$ cat config.mk
export PLATFORM = sky130hd
export DESIGN_NAME = iter_divider_param
export DESIGN_NICKNAME = d
export VERILOG_FILES = /design/src/rtl/div_pkg.sv /design/src/rtl/div_step.sv /design/src/rtl/iter_divider_param.sv
export SDC_FILE = /design/constraint.sdc
export NUM_CORES = 1
export LEC_CHECK = 0
export CORE_MARGIN = 2
export CORE_UTILIZATION = 51
export CTS_CLUSTER_DIAMETER = 120
export DETAILED_ROUTE_END_ITERATION = 10
export HOLD_SLACK_MARGIN = 0.1
export PLACE_DENSITY = 0.74
export SYNTH_ARGS = -nofsm -noshare
export SYNTH_HDL_FRONTEND = slang
export SYNTH_HIERARCHICAL = 1
export SYNTH_SLANG_ARGS = --single-unit
$ cat constraint.sdc
create_clock -name clk -period 7.2 [get_ports clk]
set_clock_uncertainty 0.2 [all_clocks]
set_input_delay 1.44 -clock clk [delete_from_list [all_inputs] [get_ports clk]]
set_output_delay 1.44 -clock clk [all_outputs]
set_load 0.02 [all_outputs]
$ cat src/rtl/div_pkg.sv
// Shared state encoding and arithmetic helpers for the iterative divider.
package div_pkg;

  typedef enum logic [1:0] {
    S_IDLE = 2'd0,
    S_OP   = 2'd1,
    S_END  = 2'd2
  } state_t;

  // Widest operand the negate helper supports; callers truncate to their own width.
  localparam int unsigned MAX_W = 128;

  // Conditional two's-complement negate; the low W bits of the result are the
  // W-bit negation of the low W bits of x, so callers cast back to W bits.
  function automatic logic [MAX_W-1:0] cond_neg(input logic [MAX_W-1:0] x, input logic en);
    return en ? (~x + MAX_W'(1)) : x;
  endfunction

endpackage

$ cat src/rtl/div_step.sv
// One radix-2 restoring iteration: shift, trial subtract, restore, quotient bit.
module div_step #(
  parameter int unsigned WIDTH = 32
) (
  input  logic [WIDTH-1:0] rem_i,
  input  logic [WIDTH-1:0] dvd_i,
  input  logic [WIDTH-1:0] dvs_i,
  output logic [WIDTH-1:0] rem_o,
  output logic [WIDTH-1:0] dvd_o
);

  logic [WIDTH:0] shifted;
  logic [WIDTH:0] trial;
  logic           q_bit;

  // rem_i < dvs_i holds every step, so bit WIDTH of the trial is a clean borrow flag.
  always_comb begin
    shifted = {rem_i, dvd_i[WIDTH-1]};
    trial   = shifted - {1'b0, dvs_i};
    q_bit   = ~trial[WIDTH];
    rem_o   = q_bit ? trial[WIDTH-1:0] : shifted[WIDTH-1:0];
    dvd_o   = {dvd_i[WIDTH-2:0], q_bit};
  end

endmodule

$ cat src/rtl/iter_divider_param.sv
// Parametrised signed/unsigned restoring divider, one quotient bit per cycle.
module iter_divider_param
  import div_pkg::*;
#(
  parameter int unsigned WIDTH = 32
) (
  input  logic             clk,
  input  logic             rst,
  input  logic             in_valid,
  input  logic             is_signed,
  input  logic [WIDTH-1:0] dividend,
  input  logic [WIDTH-1:0] divisor,
  output logic [WIDTH-1:0] quotient,
  output logic [WIDTH-1:0] remainder,
  output logic             div_by_zero,
  output logic             out_valid,
  output logic             stall
);

  localparam int unsigned      CNT_W    = $clog2(WIDTH);
  localparam logic [CNT_W-1:0] LAST_CNT = CNT_W'(WIDTH - 1);

  state_t           state_q;
  logic [CNT_W-1:0] cnt_q;
  logic [WIDTH-1:0] rem_q;
  logic [WIDTH-1:0] dvd_q;
  logic [WIDTH-1:0] dvs_q;
  logic             signed_q;
  logic             qneg_q;
  logic             rneg_q;
  logic [WIDTH-1:0] quotient_q;
  logic [WIDTH-1:0] remainder_q;
  logic             dbz_q;
  logic             out_valid_q;

  logic [WIDTH-1:0] dvd_abs_d;
  logic [WIDTH-1:0] dvs_abs_d;
  logic [WIDTH-1:0] rem_d;
  logic [WIDTH-1:0] dvd_d;
  logic [WIDTH-1:0] quo_fin_d;
  logic [WIDTH-1:0] rem_fin_d;
  logic             dbz_d;

  // Operand magnitudes captured on accept; MIN_INT wraps to itself, read as unsigned.
  always_comb begin
    dvd_abs_d = WIDTH'(cond_neg(MAX_W'(dividend), is_signed & dividend[WIDTH-1]));
    dvs_abs_d = WIDTH'(cond_neg(MAX_W'(divisor), is_signed & divisor[WIDTH-1]));
  end

  div_step #(
    .WIDTH(WIDTH)
  ) u_step (
    .rem_i(rem_q),
    .dvd_i(dvd_q),
    .dvs_i(dvs_q),
    .rem_o(rem_d),
    .dvd_o(dvd_d)
  );

  // Sign-corrected results of the final iteration. With a zero divisor every trial
  // succeeds, so the remainder magnitude is |dividend| and re-applying its sign
  // restores the original dividend bits; only the quotient needs overriding.
  always_comb begin
    dbz_d     = (dvs_q == '0);
    quo_fin_d = dbz_d ? '1 : WIDTH'(cond_neg(MAX_W'(dvd_d), signed_q & qneg_q));
    rem_fin_d = WIDTH'(cond_neg(MAX_W'(rem_d), signed_q & rneg_q));
  end

  // Control FSM and datapath registers; reset discards any operation in flight.
  always_ff @(posedge clk) begin
    if (rst) begin
      state_q     <= S_IDLE;
      cnt_q       <= '0;
      rem_q       <= '0;
      dvd_q       <= '0;
      dvs_q       <= '0;
      signed_q    <= 1'b0;
      qneg_q      <= 1'b0;
      rneg_q      <= 1'b0;
      quotient_q  <= '0;
      remainder_q <= '0;
      dbz_q       <= 1'b0;
      out_valid_q <= 1'b0;
    end else begin
      case (state_q)
        S_IDLE: begin
          out_valid_q <= 1'b0;
          if (in_valid) begin
            signed_q <= is_signed;
            qneg_q   <= dividend[WIDTH-1] ^ divisor[WIDTH-1];
            rneg_q   <= dividend[WIDTH-1];
            dvd_q    <= dvd_abs_d;
            dvs_q    <= dvs_abs_d;
            rem_q    <= '0;
            cnt_q    <= '0;
            state_q  <= S_OP;
          end
        end
        S_OP: begin
          rem_q <= rem_d;
          dvd_q <= dvd_d;
          cnt_q <= cnt_q + CNT_W'(1);
          if (cnt_q == LAST_CNT) begin
            quotient_q  <= quo_fin_d;
            remainder_q <= rem_fin_d;
            dbz_q       <= dbz_d;
            out_valid_q <= 1'b1;
            state_q     <= S_END;
          end
        end
        S_END: begin
          out_valid_q <= 1'b0;
          state_q     <= S_IDLE;
        end
        default: begin
          out_valid_q <= 1'b0;
          state_q     <= S_IDLE;
        end
      endcase
    end
  end

  assign quotient    = quotient_q;
  assign remainder   = remainder_q;
  assign div_by_zero = dbz_q;
  assign out_valid   = out_valid_q;
  assign stall       = (state_q == S_OP) || ((state_q == S_IDLE) && in_valid);

endmodule

## Word level (Yosys, flattened, before mapping)

Cells that the tools add are included.

| storage, ports and cells | value |
|---|---|
| flip-flop bits (word level) | 172 |
| bits of input ports | 68 |
| output and inout bits | 67 |

| cells by class | value |
|---|---|
| add/sub/neg operators | 6 |
| equal/unequal tests | 4 |
| muxes and demuxes | 15 |
| bitwise operators | 11 |
| reductions and logical operators | 10 |

Operators by type and width:

| operator | count |
|---|---|
| two-way mux 32 bit | 8 |
| adder 32 x 1 -> 32 bit, second input constant | 4 |
| inverter 32 bit | 4 |
| case mux 32 bit (2 select lines) | 2 |
| subtractor 33 x 32 -> 33 bit | 1 |
| zero test 32 bit | 1 |
| case mux 5 bit (2 select lines) | 1 |
| AND reduction 2 bit | 4 |
| adder 5 x 1 -> 5 bit, second input constant | 1 |
| == test 5 bit, second input constant | 1 |
| two-way mux 5 bit | 1 |
| AND 1 bit | 4 |
| two-way mux 2 bit | 2 |
| != test 2 bit, second input constant | 2 |
| case mux 2 bit (2 select lines) | 1 |
| == test 2 x 1 -> 1 bit, second input constant | 1 |
| zero test 2 bit | 1 |
| inverter 1 bit | 2 |
| nonzero test 2 bit | 1 |
| OR reduction 2 bit | 1 |
| logical AND 1 bit | 1 |
| logical OR 1 bit | 1 |
| XOR 1 bit | 1 |

## Depth between registers and ports, before layout

Gate-level depths: netlist of run 1.

| depth | value |
|---|---|
| depth after elaboration | 6 |
| gate-level depth with buffers | 21 |
| depth with buffers taken out | 19 |

## By module

Netlist of run 1, hierarchy kept.

Modules (own cells, without submodules):

| module | instances | cells an instance | area each (um^2) | sequential area each (um^2) |
|---|---|---|---|---|
| iter_divider_param | 1 | 1046 | 8838.5 | 3443.3 |
| div_step | 1 | 343 | 2496.1 | 0.0 |

## Least setup slack after synthesis of run 1

No wires, ideal clock.

| timing path | value |
|---|---|
| path type | reg-to-reg |
| from | register dvd_q[31] |
| to | register remainder_q[21] (netlist: remainder[21]) |
| library setup time | 0.086 ns |
| arrival time | 4.448 ns |
| required time | 6.914 ns |
| path slack | 2.466 ns |
| stages on the path, launching flop included | 20 |
| path buffers | 1 |
| cells stage by stage | dfxtp_1 -> inv_1 -> ha_1 -> fa_1 -> and2b_1 -> o2111ai_1 -> a21oi_2 -> o2111ai_1 -> a211oi_2 -> nor2_2 -> mux2i_1 -> and2_4 -> inv_2 -> buf_6 -> mux2_4 -> or4_1 -> or3_1 -> o41ai_1 -> xor2_1 -> a211oi_1 |

| between the ends | value |
|---|---|
| longest elaborated chain between the ends | 5 |

RTL lines:

| element | line | text |
|---|---|---|
| start, declared | iter_divider_param.sv:26 | `logic [WIDTH-1:0] dvd_q;` |
| start signal, assigned | iter_divider_param.sv:92 | `dvd_q <= dvd_abs_d;` |
| start signal, assigned | iter_divider_param.sv:101 | `dvd_q <= dvd_d;` |
| subtractor 33 x 32 -> 33 bit | div_step.sv:19 | `trial = shifted - {1'b0, dvs_i};` |
| two-way mux 32 bit | div_step.sv:21 | `rem_o = q_bit ? trial[WIDTH-1:0] : shifted[WIDTH-1:0];` |
| via rem_d[17] | iter_divider_param.sv:38 | `logic [WIDTH-1:0] rem_d;` |
| inverter 32 bit | div_pkg.sv:16 | `return en ? (~x + MAX_W'(1)) : x;` |
| adder 32 x 1 -> 32 bit | div_pkg.sv:16 |  |
| two-way mux 32 bit | div_pkg.sv:16 |  |
| end signal, assigned | iter_divider_param.sv:105 | `remainder_q <= rem_fin_d;` |
| end, declared | iter_divider_param.sv:32 | `logic [WIDTH-1:0] remainder_q;` |

The timed path passes the listed nets, and every way through them passes these cells.
A chain may end at the register's enable or synchronous reset.

## Worst setup path after layout of run 1

| timing path | value |
|---|---|
| from | register dvd_q[31] |
| to | register remainder_q[27] (netlist: remainder[27]) |

The elaborated chain is that of the path after synthesis.

==> results of run 1 <==
registers in the layout, indices dropped and copies added, names as in the netlist:
signal,count
div_by_zero,1
signed_q,1
dvs_q,32
qneg_q,1
state_q,2
out_valid,1
dvd_q,32
remainder,32
rem_q,32
quotient,32
cnt_q,5
rneg_q,1
stage by stage:
stage          hold WS (ps)  setup WS (ps)  instance area, um2  util (%)  instances
2_1_floorplan           241           2470               11300         -       1389
3_5_place_dp            258           1010               12500      57.3       1694
4_1_cts                 278            949               13100      60.1       1726
6_report                276            854               13100      60.1       1726
5_1_grt                 291            285               13100      60.1       1726
3_3_place_gp            254           1220               12500      57.3       1694
worst register-to-register path: stages, from the launching register on:
cell and delay (ps):
dfxtp_1 370, inv_1 60, ha_1 220, fa_1 430, and2b_1 240, o2111ai_1 150, a21oi_2 220, o2111ai_1 210
a211oi_2 290, nor2_2 110, mux2i_1 750, and2_4 390, inv_2 310, mux2_1 510, nor4_2 560, nand2_1 430
nor4_1 390, nor4_1 80, a311o_1 330
worst max-delay path by stage:
stage	startpoint	to	slack [ps]	cells past startpoint
floorplan	dvd_q[31]$_SDFFE_PP0P_	remainder[21]$_SDFFE_PP0P_	2470	19
global placement	dvd_q[31]$_SDFFE_PP0P_	remainder[29]$_SDFFE_PP0P_	1220	18
detailed placement	dvd_q[31]$_SDFFE_PP0P_	remainder[27]$_SDFFE_PP0P_	1010	18
CTS	dvd_q[31]$_SDFFE_PP0P_	remainder[27]$_SDFFE_PP0P_	950	18
global route	dvd_q[31]$_SDFFE_PP0P_	remainder[31]$_SDFFE_PP0P_	280	18
finish	dvd_q[31]$_SDFFE_PP0P_	remainder[27]$_SDFFE_PP0P_	850	18
layout make-up:
| type | count | area share (%) |
|---|---|---|
| Tap cell | 280 | 2.67 |
| Inverter | 54 | 1.55 |
| Clock buffer | 17 | 3.24 |
| Multi-Input combinational cell | 1045 | 54.2 |
| Timing Repair Buffer | 143 | 10.7 |
| Clock inverter | 15 | 1.34 |
| Sequential cell | 172 | 26.3 |
cell families after synthesis:
family,Yosys count
AOI/OAI and AO/OA,440
xor gates and xnor gates,128
adders and majority gates,39
buffers and inverters,172
DFF,172
muxes,27
and+or+nand+nor,411
cells in the mapped netlist, drive strengths merged (19+ instances only):
library cell and count:
a2111oi 28, a211oi 41, a21o 19, a21oi 95, a22o 34, a31oi 25
buf 46, clkbuf 72, dfxtp 172, ha 38, inv 53, mux2 23
nand2 57, nand3 31, nor2 162, nor3 26, nor4 32, o21ai 94
o31ai 28, o41ai 20, or3 24, xnor2 60, xor2 68
layer usage:
layer	up-vias	share of wire, %	GRT usage [%]
met3	38	6.8	3.80
li1	5200	-	-
met1	5105	48	41.1
met2	398	44	41.5
met5	-	0	0
met4	0	1.9	8.33
==> results.yml, run 1 <==
routing:
  ant_nets: 0
  drt_first_pass_iters: 5
  drt-total-wl_mm: 33.1
  detail_route.vias_per_cell: 6.22
  drc_errors: 0
  drtIter0Drc: 1008
  vias: 10741
  wl_per_cell_um: 19.2
outcome:
  status: "finished, final reports clean"
yosys:
  synthXorXnorAreaFrac_pct: 9.89
  synthTopCellsByArea: "dfxtp_1 30%, nor2_1 5.3%, xor2_1 5.3%"
  synth_nets: 1496
  yosys_most_used_dff: "dfxtp_1"
  synth.largest_area_cell: "dfxtp_1"
  synth_simple_gate_area_share_pct: 18.2
  async_flop_share_pct: 0
  ys_ff_latch: 172
  synth_compound_area_share_pct: 26.9
  syn_inst: 1389
  seq_area_frac_synth_pct: 30.4
  synth_top_family_by_area: "compound AO/OA/AOI/OAI gates"
  avgSynthCellArea_um2: 8.16
  synth.distinct_cells: 84
  muxShareOfSynthArea_pct: 3.27
  syn_area_um2: 11300
  ys_warn_count: 6
  synth_fa_ha_area_share_pct: 4.37
  synth_top_area_share_pct: 30.4
  synth-edff-count: 0
run:
  drv_cap: 0
clock_network:
  cts_num_sinks: 172
  cts_hold_buf: 0
  cts_root_buf: "clkbuf_16"
  clk_pin_slew_ps: 70
  cts-resized-gates: 0
  cts_buffer_depth: 2
  insertion_delay_ps: 440
  h-tree-depth: 4
  cts_tree: "yes"
  cts-buffers-inserted: 17
  cts_setup_buffers: 0
critical_path:
  cp_cell_sequence: "inv_1 > ha_1 > fa_1 > and2b_1 > o2111ai_1 > a21oi_2 > o2111ai_1 > a211oi_2 > nor2_2 > mux2i_1 > and2_4 > inv_2 > mux2_1 > nor4_2 > nand2_1 > nor4_1 > nor4_1 > a311o_1"
  worstReg2RegStart: "dvd_q[31]$_SDFFE_PP0P_"
  crit_type: "reg -> reg"
  path_buf_inv: 2
  max_stage_delay_ps: 750
  cp_max_fo: 25
  crit_family: "simple AND/OR/NAND/NOR gates"
  worstPathRequired_ps: 7330
  worst_ep_arrival_time_ps: 6480
  reg2reg_slack_ps: 850
  worst_setup_path_end_kind: "register"
  cp-start-kind: "register"
  slowest_stage: "mux2i_1"
  worstRegToRegCells: 18
  r2r_end: "remainder[27]$_SDFFE_PP0P_"
cells_and_area:
  final_nets: 1540
  antenna_cells: 0
  synthToLayoutAreaGrowth_pct: 15.7
  final.fill_count: 1963
  register_area_um2: 3440
  drive_gt1_share_pct: 7.12
  multi_input_area_um2: 7110
  final_cell_mix: "172 x dfxtp_1, 158 x nor2_1, 133 x clkdlybuf4s50_1"
  final_common_cell: "dfxtp_1"
placed_design:
  dpl.hpwl_mm: 24.5
  gp_congestion: 0.933
  port-buffer-count: 134
min_path:
  holdPathStages: 1
  hp-start: "out_valid$_SDFFE_PP0N_"
  holdPathEnd: "out_valid$_SDFFE_PP0N_"
  worst_hold_path_type: "reg -> reg"
global_route:
  grt_overflow: 0
  grt_use_total_pct: 27.6
  grt_max_degree: 98
  first_global_vias: 9808
  antenna_found_initial: 0
  grt_first_pass_wirelength_mm: 52.9
sta:
  hold_viol_final: 0
  tns_ps: 0
  slew_headroom_pct: 19.6
  worst_pin_slew_ps: 1210
  fmax_ghz: 0.158
  slew_violations: 0
  period_share_pct: 88.1
  rsz0062_at_grt: "false"
  setup_violations: 0
  post-route-min-period_ps: 6350
floorplan:
  dieArea_um2: 23400
  row_count: 54
  die_x_um: 153
  ios: 135
  start_util_pct: 51.9
  core_area_um2: 21800
  chipHeight_um: 153
Power of run 1 is not shown: default switching activity piles up to over one toggle a cycle in this logic, so the estimate is an artifact.
==> run 2, diff against run 1 <==
Settings changed: CORE_MARGIN 2 to 1.5.
==> run 2 against run 1 <==
Net effect:
- via count is 0.51% higher
- non-clock buffer count stayed put
- first-iteration DRC count is 6.7% lower
- sequential share of layout area is 0.060 points lower
- sequential cell count stayed put
- critical path depth stayed put
- hold slack better by 12 ps
- cell area is 0.23% higher
- core utilization is 0.14 points higher
- register-to-register slack better by 30 ps
- global-route usage is 0.63 points higher
==> results.yml, run 2 (synthesis gave the netlist of run 1 again) <==
outcome:
  status: "finished, final reports clean"
floorplan:
  start_util_pct: 51.9
  ios: 135
  core_area_um2: 21800
  chipHeight_um: 152
  row_count: 54
  dieArea_um2: 23100
  die_x_um: 152
clock_network:
  cts-buffers-inserted: 17
  cts_buffer_depth: 2
  cts_root_buf: "clkbuf_16"
  cts_num_sinks: 172
  insertion_delay_ps: 440
  cts_setup_buffers: 0
  cts-resized-gates: 0
  cts_hold_buf: 0
  h-tree-depth: 4
  cts_tree: "yes"
  clk_pin_slew_ps: 80
global_route:
  grt_overflow: 0
  grt_first_pass_wirelength_mm: 53.4
  antenna_found_initial: 0
  grt_use_total_pct: 28.3
  first_global_vias: 9852
  grt_max_degree: 98
routing:
  drtIter0Drc: 940
  drt-total-wl_mm: 33.2
  wl_per_cell_um: 19.2
  drt_first_pass_iters: 5
  vias: 10796
  drc_errors: 0
  ant_nets: 0
  detail_route.vias_per_cell: 6.25
critical_path:
  reg2reg_slack_ps: 890
  worst_setup_path_end_kind: "register"
  worst_ep_arrival_time_ps: 6450
  crit_type: "reg -> reg"
  worstReg2RegStart: "dvd_q[31]$_SDFFE_PP0P_"
  worstPathRequired_ps: 7330
  r2r_end: "remainder[27]$_SDFFE_PP0P_"
  worstRegToRegCells: 18
  cp_max_fo: 25
  cp-start-kind: "register"
cells_and_area:
  final_common_cell: "dfxtp_1"
  final_nets: 1540
  synthToLayoutAreaGrowth_pct: 16.0
  drive_gt1_share_pct: 7.12
  design_area_um2: 13100
  final.fill_count: 1971
  antenna_cells: 0
  final_cell_mix: "172 x dfxtp_1, 158 x nor2_1, 133 x clkdlybuf4s50_1"
min_path:
  holdPathEnd: "dvs_q[28]$_SDFFE_PP0P_"
  holdPathStages: 2
  worst_hold_path_type: "reg -> reg"
  hp-start: "dvs_q[28]$_SDFFE_PP0P_"
sta:
  worst_pin_slew_ps: 1220
  hold_viol_final: 0
  setup_slack_ps: 886
  slew_violations: 0
  tns_ps: 0
  post-route-min-period_ps: 6310
  fmax_ghz: 0.158
  slew_headroom_pct: 18.5
  setup_violations: 0
  period_share_pct: 87.7
  rsz0062_at_grt: "false"
placed_design:
  gp_congestion: 0.981
  placed_area_um2: 12500
  port-buffer-count: 134
  dpl.hpwl_mm: 24.5
  pre_cts_slack_ps: 1050
run:
  drv_cap: 0
run 2: changes by cell type in the layout (fill, tap and decap cells not counted):
cell | before | now
bufinv_16 | 0 | 1
clkbuf_8 | 0 | 1
clkinv_2 | 1 | 0
clkinv_8 | 6 | 5
clkinvlp_4 | 2 | 0
inv_8 | 2 | 4
run 2: layout make-up:
type | count | area, um2 | share of cell area [%]
inverter | 54 | 203 | 1.54
clock buffer | 18 | 439 | 3.34
sequential | 172 | 3440 | 26.2
timing repair buffer | 143 | 1400 | 10.7
tap | 280 | 350 | 2.67
clock inverter | 14 | 191 | 1.46
multi-input combinational | 1045 | 7110 | 54.1
run 2: stage by stage:
step | hold slack (ps) | cells | util [%]
after floorplan | 241 | 1389 | -
after global placement | 262 | 1694 | 57.3
after detailed placement | 274 | 1694 | 57.3
after CTS | 286 | 1726 | 60.2
after global routing | 305 | 1726 | 60.2
final | 288 | 1726 | 60.2
run 2: worst max-delay path by stage:
| stage | start | end | slack [ps] |
|---|---|---|---|
| 5_1_grt | dvd_q[31]$_SDFFE_PP0P_ | remainder[29]$_SDFFE_PP0P_ | 350 |
| 4_1_cts | dvd_q[31]$_SDFFE_PP0P_ | remainder[27]$_SDFFE_PP0P_ | 980 |
| 6_report | dvd_q[31]$_SDFFE_PP0P_ | remainder[27]$_SDFFE_PP0P_ | 890 |
| 2_1_floorplan | dvd_q[31]$_SDFFE_PP0P_ | remainder[21]$_SDFFE_PP0P_ | 2470 |
| 3_3_place_gp | dvd_q[31]$_SDFFE_PP0P_ | remainder[29]$_SDFFE_PP0P_ | 1250 |
| 3_5_place_dp | dvd_q[31]$_SDFFE_PP0P_ | remainder[27]$_SDFFE_PP0P_ | 1050 |
run 2: worst max-delay path: stages (launching register included):
cell and delay (ps):
dfxtp_1 370, inv_1 60, ha_1 220, fa_1 400, and2b_1 250, o2111ai_1 160
a21oi_2 220, o2111ai_1 200, a211oi_2 280, nor2_2 100, mux2i_1 750, and2_4 390
inv_2 310, mux2_1 490, nor4_2 550, nand2_1 430, nor4_1 400, nor4_1 90
a311o_1 330
run 2: layer usage:
layer	routed length, um	part of all wire [%]	track usage [%]
met5	0	0	0
met4	649	2.0	8.00
met3	2350	7.1	4.25
met2	14600	44	42.5
met1	15600	47	41.8
Power of run 2 is left out for the same reason.
